--- src/rtl/lcd_rx_pkg.sv ---
// lcd_rx_pkg: command codes and decoder states shared by the LCD write-bus receiver.
package lcd_rx_pkg;
    localparam logic [7:0] CMD_CASET  = 8'h2A;
    localparam logic [7:0] CMD_PASET  = 8'h2B;
    localparam logic [7:0] CMD_RAMWR  = 8'h2C;
    localparam logic [7:0] CMD_RAMWRC = 8'h3C;
    typedef enum logic [2:0] {IDLE, PARAM, CASET, PASET, PIX} state_e;
endpackage

--- src/rtl/lcd_bus_sync.sv ---
// lcd_bus_sync: brings the asynchronous 8080 bus into i_clk and flags each selected wr rising edge.
module lcd_bus_sync #(
    parameter int DATA_W      = 16,
    parameter int SYNC_STAGES = 2
) (
    input  logic              i_clk,
    input  logic              i_rst_n,
    input  logic              lcd_wr_i,
    input  logic              lcd_rs_i,
    input  logic              lcd_cs_n_i,
    input  logic              lcd_rst_n_i,
    input  logic [DATA_W-1:0] lcd_data_i,
    output logic              wr_stb_o,
    output logic              rs_o,
    output logic              cs_rise_o,
    output logic              lcd_rst_n_o,
    output logic [DATA_W-1:0] data_o
);
    localparam int W = DATA_W + 4;
    // Idle bus: wr low, deselected, panel held in reset until the chain fills.
    localparam logic [W-1:0] SYNC_RST = {4'b0010, {DATA_W{1'b0}}};
    logic [W-1:0]      sync_q [SYNC_STAGES];
    logic [W-1:0]      s;
    logic              wr_prev_q, cs_prev_q, wr_stb_q, rs_q, cs_rise_q, lcd_rst_n_q;
    logic [DATA_W-1:0] data_q;
    assign s = sync_q[SYNC_STAGES-1];
    always_ff @(posedge i_clk or negedge i_rst_n) begin
        if (!i_rst_n) begin
            for (int i = 0; i < SYNC_STAGES; i++) sync_q[i] <= SYNC_RST;
            wr_prev_q   <= 1'b0;
            cs_prev_q   <= 1'b1;
            wr_stb_q    <= 1'b0;
            rs_q        <= 1'b0;
            cs_rise_q   <= 1'b0;
            lcd_rst_n_q <= 1'b0;
            data_q      <= '0;
        end else begin
            sync_q[0] <= {lcd_wr_i, lcd_rs_i, lcd_cs_n_i, lcd_rst_n_i, lcd_data_i};
            for (int i = 1; i < SYNC_STAGES; i++) sync_q[i] <= sync_q[i-1];
            wr_prev_q   <= s[W-1];
            cs_prev_q   <= s[W-3];
            wr_stb_q    <= s[W-1] & ~wr_prev_q & ~s[W-3];
            rs_q        <= s[W-2];
            cs_rise_q   <= s[W-3] & ~cs_prev_q;
            lcd_rst_n_q <= s[W-4];
            data_q      <= s[DATA_W-1:0];
        end
    end
    assign wr_stb_o    = wr_stb_q;
    assign rs_o        = rs_q;
    assign cs_rise_o   = cs_rise_q;
    assign lcd_rst_n_o = lcd_rst_n_q;
    assign data_o      = data_q;
endmodule

--- src/rtl/lcd_rx_win.sv ---
// lcd_rx_win: 8080 LCD write-bus receiver; decodes commands/params, tracks the
// CASET/PASET window and emits RAMWR/RAMWRC pixels tagged with their x/y.
module lcd_rx_win #(
    parameter int BUS8        = 0,
    parameter int DATA_W      = 16,
    parameter int SYNC_STAGES = 2,
    parameter int X_W         = 9,
    parameter int Y_W         = 9,
    parameter int H_RES       = 320,
    parameter int V_RES       = 240
) (
    input  logic              i_clk,
    input  logic              i_rst_n,
    input  logic              i_lcd_wr,
    input  logic              i_lcd_rs,
    input  logic              i_lcd_cs_n,
    input  logic              i_lcd_rst_n,
    input  logic [DATA_W-1:0] i_lcd_data,
    output logic [7:0]        o_command,
    output logic              o_command_latch,
    output logic [7:0]        o_param,
    output logic              o_param_latch,
    output logic [15:0]       o_pixel,
    output logic [X_W-1:0]    o_pixel_x,
    output logic [Y_W-1:0]    o_pixel_y,
    output logic              o_pixel_valid,
    output logic              o_frame_start,
    output logic [X_W-1:0]    o_win_xs,
    output logic [X_W-1:0]    o_win_xe,
    output logic [Y_W-1:0]    o_win_ys,
    output logic [Y_W-1:0]    o_win_ye
);
    import lcd_rx_pkg::*;
    typedef struct packed {
        state_e         state;
        logic [7:0]     cmd;
        logic           cmd_latch;
        logic [7:0]     param;
        logic           param_latch;
        logic [15:0]    pixel;
        logic [X_W-1:0] px;
        logic [Y_W-1:0] py;
        logic           pix_valid;
        logic           frame;
        logic [X_W-1:0] xs, xe, cx;
        logic [Y_W-1:0] ys, ye, cy;
        logic [2:0]     idx;
        logic           phase;
        logic [7:0]     hi, b0, b1, b2;
    } regs_t;
    localparam regs_t RST = '{state: IDLE, cmd: '0, cmd_latch: 1'b0, param: '0, param_latch: 1'b0,
                              pixel: '0, px: '0, py: '0, pix_valid: 1'b0, frame: 1'b0,
                              xs: '0, xe: X_W'(H_RES - 1), cx: '0, ys: '0, ye: Y_W'(V_RES - 1), cy: '0,
                              idx: '0, phase: 1'b0, hi: '0, b0: '0, b1: '0, b2: '0};
    logic              wr_stb, rs, cs_rise, lcd_rst_n, last_x;
    logic [DATA_W-1:0] data;
    logic [7:0]        data_b;
    logic [15:0]       data_w;
    logic [X_W-1:0]    sx, ex;
    logic [Y_W-1:0]    sy, ey;
    regs_t             r_q, r_d;
    lcd_bus_sync #(.DATA_W(DATA_W), .SYNC_STAGES(SYNC_STAGES)) u_sync (
        .i_clk(i_clk), .i_rst_n(i_rst_n), .lcd_wr_i(i_lcd_wr), .lcd_rs_i(i_lcd_rs),
        .lcd_cs_n_i(i_lcd_cs_n), .lcd_rst_n_i(i_lcd_rst_n), .lcd_data_i(i_lcd_data),
        .wr_stb_o(wr_stb), .rs_o(rs), .cs_rise_o(cs_rise), .lcd_rst_n_o(lcd_rst_n), .data_o(data)
    );
    assign data_b = data[7:0];
    assign data_w = 16'(data);
    // Window bounds arrive big-endian; the 4th byte is still on the bus when the commit happens.
    assign sx     = X_W'({r_q.b0, r_q.b1});
    assign ex     = X_W'({r_q.b2, data_b});
    assign sy     = Y_W'({r_q.b0, r_q.b1});
    assign ey     = Y_W'({r_q.b2, data_b});
    assign last_x = r_q.cx == r_q.xe;
    always_comb begin
        r_d             = r_q;
        r_d.cmd_latch   = 1'b0;
        r_d.param_latch = 1'b0;
        r_d.pix_valid   = 1'b0;
        r_d.frame       = 1'b0;
        if (cs_rise) r_d.phase = 1'b0;
        if (wr_stb && !rs) begin
            r_d.cmd       = data_b;
            r_d.cmd_latch = 1'b1;
            r_d.idx       = 3'd0;
            r_d.phase     = 1'b0;
            r_d.state     = (data_b == CMD_RAMWR || data_b == CMD_RAMWRC) ? PIX :
                            data_b == CMD_CASET ? CASET : data_b == CMD_PASET ? PASET : PARAM;
            if (data_b == CMD_RAMWR) begin
                r_d.cx    = r_q.xs;
                r_d.cy    = r_q.ys;
                r_d.frame = 1'b1;
            end
        end else if (wr_stb && r_q.state == PIX) begin
            if (BUS8 != 0 && !r_q.phase) begin
                r_d.hi    = data_b;
                r_d.phase = 1'b1;
            end else begin
                r_d.pixel     = BUS8 != 0 ? {r_q.hi, data_b} : data_w;
                r_d.px        = r_q.cx;
                r_d.py        = r_q.cy;
                r_d.pix_valid = 1'b1;
                r_d.phase     = 1'b0;
                r_d.cx        = last_x ? r_q.xs : r_q.cx + X_W'(1);
                r_d.cy        = !last_x ? r_q.cy : r_q.cy == r_q.ye ? r_q.ys : r_q.cy + Y_W'(1);
            end
        end else if (wr_stb) begin
            r_d.param       = data_b;
            r_d.param_latch = 1'b1;
            r_d.idx         = r_q.idx == 3'd4 ? 3'd4 : r_q.idx + 3'd1;
            r_d.b0          = r_q.idx == 3'd0 ? data_b : r_q.b0;
            r_d.b1          = r_q.idx == 3'd1 ? data_b : r_q.b1;
            r_d.b2          = r_q.idx == 3'd2 ? data_b : r_q.b2;
            if (r_q.idx == 3'd3 && r_q.state == CASET && sx <= ex) begin
                r_d.xs = sx;
                r_d.xe = ex;
            end
            if (r_q.idx == 3'd3 && r_q.state == PASET && sy <= ey) begin
                r_d.ys = sy;
                r_d.ye = ey;
            end
        end
        if (!lcd_rst_n) r_d = RST;
    end
    always_ff @(posedge i_clk or negedge i_rst_n) begin
        if (!i_rst_n) r_q <= RST;
        else r_q <= r_d;
    end
    assign o_command       = r_q.cmd;
    assign o_command_latch = r_q.cmd_latch;
    assign o_param         = r_q.param;
    assign o_param_latch   = r_q.param_latch;
    assign o_pixel         = r_q.pixel;
    assign o_pixel_x       = r_q.px;
    assign o_pixel_y       = r_q.py;
    assign o_pixel_valid   = r_q.pix_valid;
    assign o_frame_start   = r_q.frame;
    assign o_win_xs        = r_q.xs;
    assign o_win_xe        = r_q.xe;
    assign o_win_ys        = r_q.ys;
    assign o_win_ye        = r_q.ye;
endmodule

--- config.mk ---
export PLATFORM = sky130hd
export DESIGN_NAME = lcd_rx_win
export DESIGN_NICKNAME = d
export VERILOG_FILES = /design/src/rtl/lcd_rx_pkg.sv /design/src/rtl/lcd_bus_sync.sv /design/src/rtl/lcd_rx_win.sv
export SDC_FILE = /design/constraint.sdc
export NUM_CORES = 1
export LEC_CHECK = 0
export ABC_AREA = 1
export CORE_MARGIN = 2
export CORE_UTILIZATION = 40
export CTS_BUF_LIST = sky130_fd_sc_hd__clkbuf_16
export DETAILED_ROUTE_END_ITERATION = 16
export SLEW_MARGIN = 20
export SYNTH_ARGS = -nofsm -noshare
export SYNTH_HDL_FRONTEND = slang
export SYNTH_HIERARCHICAL = 1
export SYNTH_SLANG_ARGS = --single-unit
--- constraint.sdc ---
create_clock -name i_clk -period 2.8 [get_ports i_clk]
set_clock_uncertainty 0.05 [all_clocks]
set_input_delay 0.56 -clock i_clk [delete_from_list [all_inputs] [get_ports i_clk]]
set_output_delay 0.56 -clock i_clk [all_outputs]
set_load 0.01 [all_outputs]
# After elaboration in Yosys (flattened, before gate mapping)
# Index checks and enable logic that the tools add are counted.
[word_totals] reg_bits=186 input_bits=22 out_inout_bits=90 word_cells=125
[classes] addsub=3 n_lt_le_gt_ge=1 eq_ne=28 muxes=39 n_bitwise=6 n_reduce_logical=19
[op_table] operator="2-to-1 mux 147 bit" count=1
[op_table] operator="2-to-1 mux 18 bit" count=8
[op_table] operator="2-to-1 mux 9 bit" count=10
[op_table] operator="2-to-1 mux 24 bit" count=3
[op_table] operator="2-to-1 mux 44 bit" count=1
[op_table] operator="2-to-1 mux 35 bit" count=1
[op_table] operator="equality test 8 x 6 -> 1 bit, second input constant" count=4
[op_table] operator="2-to-1 mux 8 bit" count=3
[op_table] operator="AND reduction 4 bit" count=5
[op_table] operator="adder 9 x 1 -> 9 bit, second input constant" count=2
[op_table] operator="equality test 9 bit" count=2
[op_table] operator="!= test 2 bit, second input constant" count=9
[op_table] operator="2-to-1 mux 13 bit" count=1
[op_table] operator="equality test 3 x 2 -> 1 bit, second input constant" count=4
[op_table] operator="2-to-1 mux 12 bit" count=1
[op_table] operator="2-to-1 mux 3 bit" count=4
[op_table] operator="!= test 3 bit, second input constant" count=4
[op_table] operator="<= comparator 9 bit" count=1
[op_table] operator="equality test 3 bit, second input constant" count=2
[op_table] operator="logical AND 1 bit" count=6
[op_table] operator="AND reduction 2 bit" count=3
[op_table] operator="AND reduction 3 bit" count=2
[op_table] operator="2-to-1 mux 1 bit" count=4
[op_table] operator="2-to-1 mux 2 bit" count=2
[op_table] operator="other kinds (9)" count=13

# Depth between registers and ports, before layout
[depth] ltp_word=8 ltp_mapped=14 mapped_depth_nobuf=13

# Hierarchy
# Netlist, hierarchy kept.
[modules_own_cells] module="lcd_rx_win" n_inst=1 cells_per_inst=838 area_per_inst_um2=6869.1 seq_area_each_um2=3120.5
[modules_own_cells] module="lcd_bus_sync" n_inst=1 cells_per_inst=66 area_per_inst_um2=1575.3 seq_area_each_um2=1555.2

# Worst setup path before layout
# OpenSTA, ideal clock, no wires.
[synth_timing] path_kind="register to register" from="register u_sync.data_q[2], in the netlist u_sync/data_o[2]" to="register r_q (netlist bit o_win_ys[0])" setup_time_ns=0.117 t_arrival_ns=1.659 t_required_ns=2.633 setup_slack_ns=0.975 path_stages_with_launch=11 path_buffers=1 synth_period_minus_slack_ns=1.825 path_cell_list="dfrtp_1 -> inv_1 -> ha_1 -> a21o_1 -> o21ai_0 -> nand2_1 -> nand2_1 -> nand3_2 -> buf_2 -> nand3_1 -> nand2_1"
[synth_between] elab_chain_cells=4
[synth_rtl] element="from (decl)" line="lcd_bus_sync.sv:25" rtl="logic [DATA_W-1:0] data_q;"
[synth_rtl] element="from (signal assigned)" line="lcd_bus_sync.sv:46" rtl="data_q <= s[DATA_W-1:0];"
[synth_rtl] element="<= comparator 9 bit" line="lcd_rx_win.sv:118" rtl="if (r_q.idx == 3'd3 && r_q.state == PASET && sy <= ey) begin"
[synth_rtl] element="logical AND 1 bit" line="lcd_rx_win.sv:118"
[synth_rtl] element="!= test 2 bit (no source line)"
[synth_rtl] element="AND reduction 4 bit (no source line)"
[synth_rtl] element="to (signal assigned)" line="lcd_rx_win.sv:127" rtl="else r_q <= r_d;"
[synth_rtl] element="to (decl)" line="lcd_rx_win.sv:61" rtl="regs_t r_q, r_d;"
# Every way passes these cells.
# A chain may end at the register's enable or synchronous reset.

# Worst setup path after layout
[layout_timing] from="register u_sync.data_q[2], in the netlist u_sync/data_o[2]" to="register r_q (netlist bit o_win_xe[6])"
[layout_between] elab_chain_cells=4
[layout_rtl] element="<= comparator 9 bit" line="lcd_rx_win.sv:114" rtl="if (r_q.idx == 3'd3 && r_q.state == CASET && sx <= ex) begin"
[layout_rtl] element="logical AND 1 bit" line="lcd_rx_win.sv:114"
[layout_rtl] element="!= test 2 bit (no source line)"
[layout_rtl] element="AND reduction 4 bit (no source line)"
# Every way passes these cells.

==> run metrics <==
first-pass GRT wire length=a little over 30000 um; number of max-cap violations=0; crit path kind=register to register; die area=around 22000 um^2; multi-input logic area=around 2600 um^2; Max Root-Sink Buffers=2; fin crit share=0.820; antenna violation net count after detailed routing=0; r2r setup slk=between 0.5 and 0.6 ns; CP cell instances=inv_1 > ha_1 > a21o_1 > o21ai_0 > nand2_1 > nand2_1 > nand3_2 > nand2_4 > nand2_1 > nand2_1; final worst slack=0.504 ns; Final Core Density=0.477; dpl ws=around 0.53 ns; dpl hpwl=13600 um; CTS H-tree depth=4; crit-path max cell delay=0.39 ns; TNS Setup=0 ns; die width=around 150 um; status=completed; synthesized area=8390 um^2; power density over the cells=roughly 600 nW/um^2; drt total wl=19000 um; leak pwr=roughly 4.6 nW; cell family with most CP delay=simple AND/OR/NAND/NOR gates; Hold Violations, Final=0; initial core utilization=0.411; initial DRC count=roughly 370; DR vias/cell=4.70; Overflow after GRT=0; relative slew slack=0.564; CTS Buf Count=17; Filler cells=about 2000; post-route minimum period=between 2 and 2.5 ns; RSZ-0062 raised after global routing=false; n_diodes=0; synth warn=6; root buffer cell=clkbuf_16; Hold Crit Class=primary input to asynchronous set/reset pin; Req. time, crit path=about 3.1 ns; Die Y=149 um; Post-Syn Instances=between 900 and 1000; Syn Nets=around 940; Post-layout nets=just under 1000; All-Layer GR Usage=0.181; routed len/inst=between 15 and 20 um; Layout area overhead=16.3%; Vias=around 5700; Slew Viols, Final=0; Peak Freq=between 400 and 500 MHz; endpoint type of the worst setup path=register; crit-path max FO=19; # port buffers=111; CORE AREA=between 20000 and 25000 um^2; Setup Buffers After CTS=0; # rows=52; WP buf/inv=1; io pins=112; Clock Pin Slew Worst Setup and Hold Paths=around 0.070 ns; initial antenna violation count=0; arrival time worst endpoint=2.62 ns; Crit-path slowest cell=dfrtp_1; Remaining DRCs=0; number of global-route vias before repair=around 5600; Critical Path Start Type=register; CP dominant cell by count=nand2_1; Setup-failing EPs final=0; RePlAce Congestion=between 0.8 and 0.9; post-cts hold buffer count=0; peak supply drop=0.000413 V; worst-margin pin slew=between 0.6 and 0.7 ns; worst skew pair latency=0.43 ns; Mean Syn Cell Area=around 9.3 um^2; CTS tree=built; fraction of layout cells with a size suffix above 1=0.111; pin count of the biggest net entering global routing=67; CTS Sinks=roughly 180; first drt pass iteration count=4; Seq. cell area=between 4000 and 5000 um^2; CTS-repair resized insts=0
## metrics by stage
stage / cells / area [um^2] / hold WS, ns / power [mW]
floorplan: 901 / 8390 / 0.214 / 3.26
global placement: 1176 / 9150 / 0.282 / 3.47
detailed placement: 1176 / 9150 / 0.285 / 3.48
CTS: 1208 / 9750 / 0.0976 / 5.88
global route: 1208 / 9750 / 0.118 / 6.09
finish: 1208 / 9750 / 0.0715 / 5.81
## state kept, by name (all words and copies together) (netlist names), 16 cells and up
register	count
u_sync/data_o	16
r_q	33
u_sync/sync_q	20
o_pixel	16
u_sync/s	20
## cells in the final DEF, fill, tap and decap left out, drive strengths merged
cell type and count:
a21o 1, a21oi 5, a22o 8, a32o 3, buf 12, clkbuf 17, clkdlybuf4s50 110, clkinv 7
dfrtp 168, dfstp 16, ha 16, inv 96, nand2 267, nand3 99, nand3b 1, nand4 3
nor2 21, nor3 5, nor4 3, o21ai 55, o22ai 1, o41ai 1, xnor2 12, xor2 11
## layout make-up
cell class	instances	share of cell area
sequential	184	0.474
clock buffer	17	0.0436
clock inverter	15	0.0178
inverter	88	0.0339
timing repair buffer	122	0.126
multi-input combinational	512	0.269
tap	270	0.0346
## layer usage
metal,vias up,global-route usage,share of wire
li1,2819,-,-
met1,2700,0.251,0.46
met2,137,0.288,0.47
met3,22,0.0376,0.046
met4,0,0.0552,0.017
met5,-,0,0
## worst reg2reg max path, cell delays in order, from the launching register on
cell	delay (ns)
dfrtp_1	0.39
inv_1	0.17
ha_1	0.30
a21o_1	0.16
o21ai_0	0.14
nand2_1	0.06
nand2_1	0.12
nand3_2	0.35
nand2_4	0.34
nand2_1	0.08
nand2_1	0.07
## path summary, 6_finish.rpt
| check | from | end | cells after the start |
|---|---|---|---|
| worst max-delay path | u_sync/data_o[2] | o_win_xe[6] | 10 |
| worst min-delay path | i_rst_n | o_pixel_y[1] | 1 |
| worst max register to register | u_sync/data_o[2] | o_win_xe[6] | 10 |
| worst min register to register | u_sync/sync_q[26] | u_sync/s[6] | 0 |
| max in group asynchronous | i_rst_n | u_sync/s[17] | 2 |
| min in group i_clk | u_sync/sync_q[26] | u_sync/s[6] | 0 |
## power by group
group / switching (mW) / internal (mW)
clock network: 1.18 / 1.21
registers: 0.112 / 2.78
logic: 0.308 / 0.215
Note: power is estimated with default switching activity, not from simulation.
